===== config.mk =====
export PLATFORM = sky130hd
export DESIGN_NAME = jt12_ampctrl
export DESIGN_NICKNAME = d
export VERILOG_FILES = /design/src/rtl/jt12_ampctrl.sv
export SDC_FILE = /design/constraint.sdc
export NUM_CORES = 1
export LEC_CHECK = 0
export CAP_MARGIN = 25
export CORE_MARGIN = 2
export CORE_UTILIZATION = 33
export DETAILED_ROUTE_END_ITERATION = 10
export PLACE_DENSITY = 0.63
export SETUP_SLACK_MARGIN = 0.15
export SYNTH_ARGS = -nofsm -noshare
export SYNTH_HDL_FRONTEND = slang
export SYNTH_SLANG_ARGS = --single-unit

===== constraint.sdc =====
create_clock -name clk -period 4.6 [get_ports clk]
set_input_delay 1.38 -clock clk [delete_from_list [all_inputs] [get_ports clk]]
set_output_delay 1.38 -clock clk [all_outputs]
set_load 0.05 [all_outputs]

===== src/rtl/jt12_ampctrl.sv =====
// rtl/jt12_ampctrl.sv - adaptive-gain saturating shift amplifier for the FM output stage
//
// Purpose: on each sample strobe, shift a stereo pair left by the current
// gain (saturating on overflow) and register it. The gain drops one step
// per clipping sample and rises one step after `hold` clean samples if the
// current sample has headroom. Manual mode loads a fixed shift instead.
//
// Ports:
//   clk, rst_n            clock, synchronous active-low reset
//   sample                one-cycle strobe, left_in/right_in valid
//   gain_en               1 = adaptive gain, 0 = fixed shift from cfg_shift
//   cfg_shift[2:0]        manual shift, clamped to max_shift
//   left_in, right_in     signed mixer samples
//   left_out, right_out   registered amplified/saturated samples
//   out_valid             one-cycle pulse one clk after sample
//   shift_out[2:0]        shift that the next sample will use
//   clip                  one-cycle pulse with out_valid when a channel saturated
module jt12_ampctrl #(
   parameter int width     = 20,
   parameter int max_shift = 5,
   parameter int hold      = 4096
) (
   input  logic                    clk,
   input  logic                    rst_n,
   input  logic                    sample,
   input  logic                    gain_en,
   input  logic [2:0]              cfg_shift,
   input  logic signed [width-1:0] left_in,
   input  logic signed [width-1:0] right_in,
   output logic signed [width-1:0] left_out,
   output logic signed [width-1:0] right_out,
   output logic                    out_valid,
   output logic [2:0]              shift_out,
   output logic                    clip
);

   localparam int HCW = (hold > 1) ? $clog2(hold) : 1;
   localparam logic [HCW-1:0] HOLD_TOP = HCW'(hold - 1);
   localparam logic [2:0] MAX_S = 3'(max_shift);
   localparam logic signed [width-1:0] SAT_POS = {1'b0, {(width-1){1'b1}}};
   localparam logic signed [width-1:0] SAT_NEG = {1'b1, {(width-1){1'b0}}};

   typedef enum logic [1:0] {S_TRACK, S_ATTACK, S_MAX} state_t;

   state_t                  r_state, w_state_nxt;
   logic [2:0]              r_shift, w_shift_nxt;
   logic [HCW-1:0]          r_hold_cnt, w_hold_nxt, w_hold_inc;
   logic [2:0]              w_shift_up, w_shift_dn, w_cfg_clamped;
   logic                    w_clip_l, w_clip_r, w_clip_any, w_headroom;
   logic signed [width-1:0] w_left_amp, w_right_amp;

   // A channel clips at shift s when its top s+1 bits are not all equal,
   // i.e. the arithmetic right shift leaving those bits is neither 0 nor -1.
   function automatic logic f_clips(input logic signed [width-1:0] x, input logic [2:0] s);
      logic signed [width-1:0] t;
      t = x >>> (width - 1 - int'(s));
      return !((t == '0) || (t == '1));
   endfunction

   assign w_shift_up    = r_shift + 3'd1;
   assign w_shift_dn    = (r_shift != 3'd0) ? r_shift - 3'd1 : 3'd0;
   assign w_cfg_clamped = (cfg_shift > MAX_S) ? MAX_S : cfg_shift;
   assign w_hold_inc    = (r_hold_cnt == HOLD_TOP) ? r_hold_cnt : r_hold_cnt + HCW'(1);
   assign w_clip_l      = f_clips(left_in, r_shift);
   assign w_clip_r      = f_clips(right_in, r_shift);
   assign w_clip_any    = w_clip_l | w_clip_r;
   // Step-up is judged on the current (clean) sample at one more shift.
   // w_shift_up may wrap at 7, but is then masked by the max_shift test.
   assign w_headroom    = (r_shift < MAX_S) && !f_clips(left_in, w_shift_up)
                          && !f_clips(right_in, w_shift_up);
   assign shift_out     = r_shift;

   // State register plus output data registers
   always_ff @(posedge clk) begin
      if (!rst_n) begin
         r_state    <= S_MAX;
         r_shift    <= MAX_S;
         r_hold_cnt <= '0;
         left_out   <= '0;
         right_out  <= '0;
         out_valid  <= 1'b0;
         clip       <= 1'b0;
      end else begin
         r_state    <= w_state_nxt;
         r_shift    <= w_shift_nxt;
         r_hold_cnt <= w_hold_nxt;
         out_valid  <= sample;
         clip       <= sample & w_clip_any;
         if (sample) begin
            left_out  <= w_left_amp;
            right_out <= w_right_amp;
         end
      end
   end

   // Next-state logic; nothing moves without a strobe
   always_comb begin
      w_state_nxt = r_state;
      w_shift_nxt = r_shift;
      w_hold_nxt  = r_hold_cnt;
      if (sample) begin
         if (!gain_en) begin
            w_state_nxt = S_TRACK;
            w_shift_nxt = w_cfg_clamped;
            w_hold_nxt  = '0;
         end else if (w_clip_any) begin
            // Any state: one step down per clipping sample
            w_state_nxt = S_ATTACK;
            w_shift_nxt = w_shift_dn;
            w_hold_nxt  = '0;
         end else begin
            case (r_state)
               S_TRACK: begin
                  if (r_hold_cnt != HOLD_TOP) begin
                     w_hold_nxt = r_hold_cnt + HCW'(1);
                  end else if (w_headroom) begin
                     w_shift_nxt = w_shift_up;
                     w_hold_nxt  = '0;
                     if (w_shift_up == MAX_S) w_state_nxt = S_MAX;
                  end
               end
               S_ATTACK: begin
                  w_hold_nxt  = w_hold_inc;
                  w_state_nxt = S_TRACK;
               end
               S_MAX: w_hold_nxt = '0;
               default: w_state_nxt = S_TRACK;
            endcase
         end
      end
   end

   // Output datapath: saturate by sign on clip, else shift by current gain
   always_comb begin
      w_left_amp  = left_in <<< r_shift;
      w_right_amp = right_in <<< r_shift;
      if (w_clip_l) w_left_amp  = left_in[width-1]  ? SAT_NEG : SAT_POS;
      if (w_clip_r) w_right_amp = right_in[width-1] ? SAT_NEG : SAT_POS;
   end

endmodule

## After elaboration in Yosys (flattened, before gate mapping)

Cells that the tools add are included.

- Add/subtract/negate cells: 5
- Magnitude comparators: 2
- Equal/unequal tests: 19
- Shift-type cells: 6
- Multiplexer cells: 23
- Bitwise operators: 2
- Reduce and logical (&&, ||, !) cells: 17

Operator list:

| operator | count |
|---|---|
| 20-bit by 32-bit >>> shifter with 20-bit output | 4 |
| 20-bit == test, second input constant | 4 |
| 20-bit zero test | 4 |
| 20-bit 2-to-1 mux | 4 |
| 12-bit 2-to-1 mux | 5 |
| 20-bit by 3-bit <<< shifter with 20-bit output | 2 |
| 12-bit case mux with 3 select lines | 1 |
| 3-bit 2-to-1 mux | 7 |
| 4-bit inequality test, second input constant | 4 |
| 12-bit by 1-bit adder with 12-bit output, second input constant | 1 |
| 12-bit == test, second input constant | 1 |
| 12-bit inequality test, second input constant | 1 |
| 5-bit by 3-bit subtractor with 6-bit output, first input constant | 2 |
| 2-bit 2-to-1 mux | 5 |
| 4-bit AND reduction | 2 |
| 3-bit by 1-bit inequality test with 1-bit output, second input constant | 2 |
| 3-bit inequality test, second input constant | 2 |
| 5-bit by 1-bit inequality test with 1-bit output, second input constant | 1 |
| 5-bit inequality test, second input constant | 1 |
| 5-bit AND reduction | 1 |
| 1-bit logical OR | 4 |
| 2-bit case mux with 2 select lines | 1 |
| 3-bit by 1-bit adder with 3-bit output, second input constant | 1 |
| 3-bit == test, second input constant | 1 |
| other kinds (11) | 13 |

- Register bits: 59
- Input port bits: 47
- Output and inout port bits: 45

## Depth between registers and ports, before layout

- Depth in word-level cells: 12
- Depth in mapped cells: 12
- Depth with buffers taken out: 8

## Worst setup path before layout

No wires, ideal clock.

- Kind: input -> register
- From: input left_in[18]
- To: register r_shift[1], in the netlist shift_out[1]
- Library setup time: 0.095 ns
- Arrival: 3.481 ns
- Data required time: 4.505 ns
- Setup slack: 1.023 ns
- Stages on the path: 7
- Path buffers: 1
- Cell sequence: clkbuf_1 -> mux4_2 -> mux2_2 -> a221oi_4 -> o21a_1 -> mux2_2 -> a221oi_1

- Longest elaborated chain between the ends: 7

Ends and longest elaborated chain:

| item | RTL line | source |
|---|---|---|
| start, declared | 28 | `input logic signed [width-1:0] left_in,` |
| 20-bit by 32-bit >>> shifter with 20-bit output | 56 | `t = x >>> (width - 1 - int'(s));` |
| 20-bit == test / 20-bit zero test (equally long branches) | 57 | `return !((t == '0) \|\| (t == '1));` |
| 1-bit logical OR | 57 |  |
| 1-bit zero test / 1-bit logical AND (equally long branches) | 57, 69 |  |
| 1-bit bitwise OR / 1-bit logical AND (equally long branches) | 66, 70 |  |
| 3-bit by 1-bit inequality test with 1-bit output (no source line) (tied with other cells) | - |  |
| 4-bit AND reduction (no source line) / 3-bit 2-to-1 mux (equally long branches) | - |  |
| end signal, assigned | 85 | `r_shift <= w_shift_nxt;` |
| end, declared | 46 | `logic [2:0] r_shift, w_shift_nxt;` |

Several ways; a longest one is shown, not always the timed one.
A chain may end at the register's enable or synchronous reset.

## Final worst setup path

- From: input left_in[17]
- To: register r_shift[1], in the netlist shift_out[1]

The elaborated chain is that of the path after synthesis.

==> results.yml <==
status:
  status: "completed"
detailed_routing:
  drc: 0
  dr.pass1.iters: 5
  drt-total-wl_mm: 15.7
  vias: 5057
  drtIter0Drc: 457
  via_per_inst: 5.85
  drtAntennaViolNets: 0
  wl_per_cell_um: 18.2
yosys:
  synth-seq-area-share_pct: 25.2
  synthTopCellsByArea: "dfxtp_1 (25%), mux2i_1 (7.5%), a21oi_1 (6.9%)"
  yosysMostFrequentCell: "nand2_1"
  syn_avg_cell_area_um2: 7.61
  synth.ff_latch_count: 59
  synth_top_flop_cell: "dfxtp_1"
  synth.top_cell.area_share_pct: 25.2
  synth_warnings: 0
  syn-num-nets: 671
  synth_top_cell_by_area: "dfxtp_1"
  synth-edff-count: 0
  syn_inst: 616
  synthTopCellsByCount: "nand2_1 (85), a21oi_1 (65), dfxtp_1 (59)"
  synthArstFlopShare_pct: 0
  syn_area_um2: 4690
  synthDistinctLibCells: 67
critical_path:
  critPathLaunchType: "input port"
  slowest_delay_ps: 580
  cp_cell_sequence: "clkdlybuf4s50_1, mux4_2, mux2_2, a221oi_4, o21a_1, mux2_2, a221oi_1"
  cpMaxStageDelayCell: "clkdlybuf4s50_1"
  critPathBufInv: 1
  crit_top_cell: "mux2_2"
  cp-end-kind: "flop"
  path_class: "input port to flop"
  cp.required_ps: 4810
  path_max_fanout: 9
  critical_path.top_delay_family: "multiplexers"
  arrival_ps: 4270
floorplanning:
  start_util_pct: 33.8
  die_w_um: 123
  die_h_um: 123
  die_area_um2: 15200
  coreArea_um2: 13900
  io_pins: 92
  num_rows: 43
clocking:
  root_buffer: "clkbuf_16"
  clk_pin_slew_ps: 50
  clockBufferDepth: 2
  numCtsBuffers: 9
  cts.sinks: 59
  clk_latency_ps: 330
  cts_setup_buffers: 0
  cts_hold_buf: 0
  tritoncts: "yes"
  h-tree-depth: 3
  cts-resized-gates: 0
sta:
  max_freq_mhz: 247
  slew_headroom_pct: 35.4
  slew_viol_final: 0
  hold_viol: 0
  fin_ws_ps: 543
  worst_clock_skew_ps: 9.29
  rsz0062_at_grt: "no"
  setup_viol: 0
  fin_crit_sh_pct: 88.2
  finalSetupTns_ps: 0
  period_needed_ps: 4060
  tightest_slew_ps: 968
place:
  routabilityCongestion: 0.877
  post-place-cells: 849
  dpl_cell_area_um2: 5720
  port_buffers: 91
  dp_slack_ps: 210
  hpwl_mm: 11.9
power:
  powerDensity_nw_per_um2: 313
  p_leak_nw: 2.20
  ir_drop_uv: 264
cells_and_area:
  fin_area_um2: 6040
  final-instance-count-excl-fill: 864
  drive_above_1_share_pct: 11.8
  n_antenna_cell: 0
  area_growth_pct: 28.7
  fin_nets: 735
  final_util_pct: 43.5
global_routing:
  grt_max_degree: 46
  grt_usage_pct: 21.2
  grt_pass1_vias: 4937
  grt_pass1_wl_mm: 25.2
  grt-ovfl-total: 0
  antenna_found_initial: 0
hold_path:
  hp-class: "flop to flop"
run:
  max-cap-violations: 0
metal layers:
metal	vias to the layer above	wire length [um]	GRT usage (%)
met5	-	0	0
met4	0	411	7.46
met3	34	943	4.01
met2	218	7480	35.4
met1	2393	6880	27.3
li1	2412	-	-
path summary, 6_finish.rpt:
| path | slack [ps] | end | start | depth (start not counted) |
|---|---|---|---|---|
| max | 540 | shift_out[1]$_SDFFE_PN0P_ | left_in[17] | 7 |
| min | 460 | left_out[17]$_SDFFE_PN0P_ | left_out[17]$_SDFFE_PN0P_ | 2 |
| max reg2reg | 1120 | shift_out[1]$_SDFFE_PN0P_ | shift_out[1]$_SDFFE_PN0P_ | 6 |
| min reg2reg | 460 | left_out[17]$_SDFFE_PN0P_ | left_out[17]$_SDFFE_PN0P_ | 2 |
worst register-to-register path: cells and delay by family, from the launching register on:
kind / cells / cell delay [ps]
compound gates: 3 / 1070
flops: 1 / 960
mux: 3 / 1340
report_power, final:
group	internal, mW	leakage, nW	switching, mW
registers	0.543	0.486	0.0385
clock network	0.483	0.154	0.231
logic	0.232	1.56	0.364
total	1.26	2.20	0.634
kinds of logic after synthesis:
family | share of synthesized area (%)
flip-flops | 25.2
AND/OR/NAND/NOR | 21.7
XOR/XNOR | 0.560
buffers and inverters | 6.85
multiplexers | 15.4
adder cells (fa/ha/maj) | 2.13
AO/OA/AOI/OAI | 28.2
stage by stage:
stage               hold slack [ps]  power [mW]
detailed placement              456        1.18
CTS                             464        1.90
global route                    490        1.98
floorplan                       459       0.982
finish                          463        1.89
global placement                460        1.17
registers in the layout, summed over array words and instances, names as in the netlist:
register / cells
r_hold_cnt: 12
out_valid: 1
shift_out: 3
r_state: 2
clip: 1
right_out: 20
left_out: 20
cell type report:
| cell class | instances | area, um^2 |
|---|---|---|
| clock buffer | 10 | 239 |
| fill | 1360 | 7840 |
| tap | 180 | 225 |
| timing repair buffer | 111 | 1060 |
| inverter | 17 | 63.8 |
| sequential | 59 | 1180 |
| clock inverter | 5 | 77.6 |
| multi-input combinational | 482 | 3190 |
layout by cell type, fill, tap and decap left out, drive strengths merged, types with 3 or more instances in the layout:
master         count
clkdlybuf4s50     91
nand2             85
a21oi             65
dfxtp             59
nor2              44
o211ai            35
mux2i             35
mux2              25
o21ai             22
nand3             21
buf               20
inv               16
a31oi             13
clkbuf            10
and3               9
or3                8
a41oi              8
ha                 8
nor2b              7
nand2b             7
nand4              7
or2                6
a311o              6
a211oi             5
mux4               4
o221a              4
o22ai              3
o21a               3
nor3               3
a32oi              3
xnor2              3
a21o               3
o311ai             3
nor4b              3
a221oi             3
clkinv             3
Power figures use the tool's default switching activity.
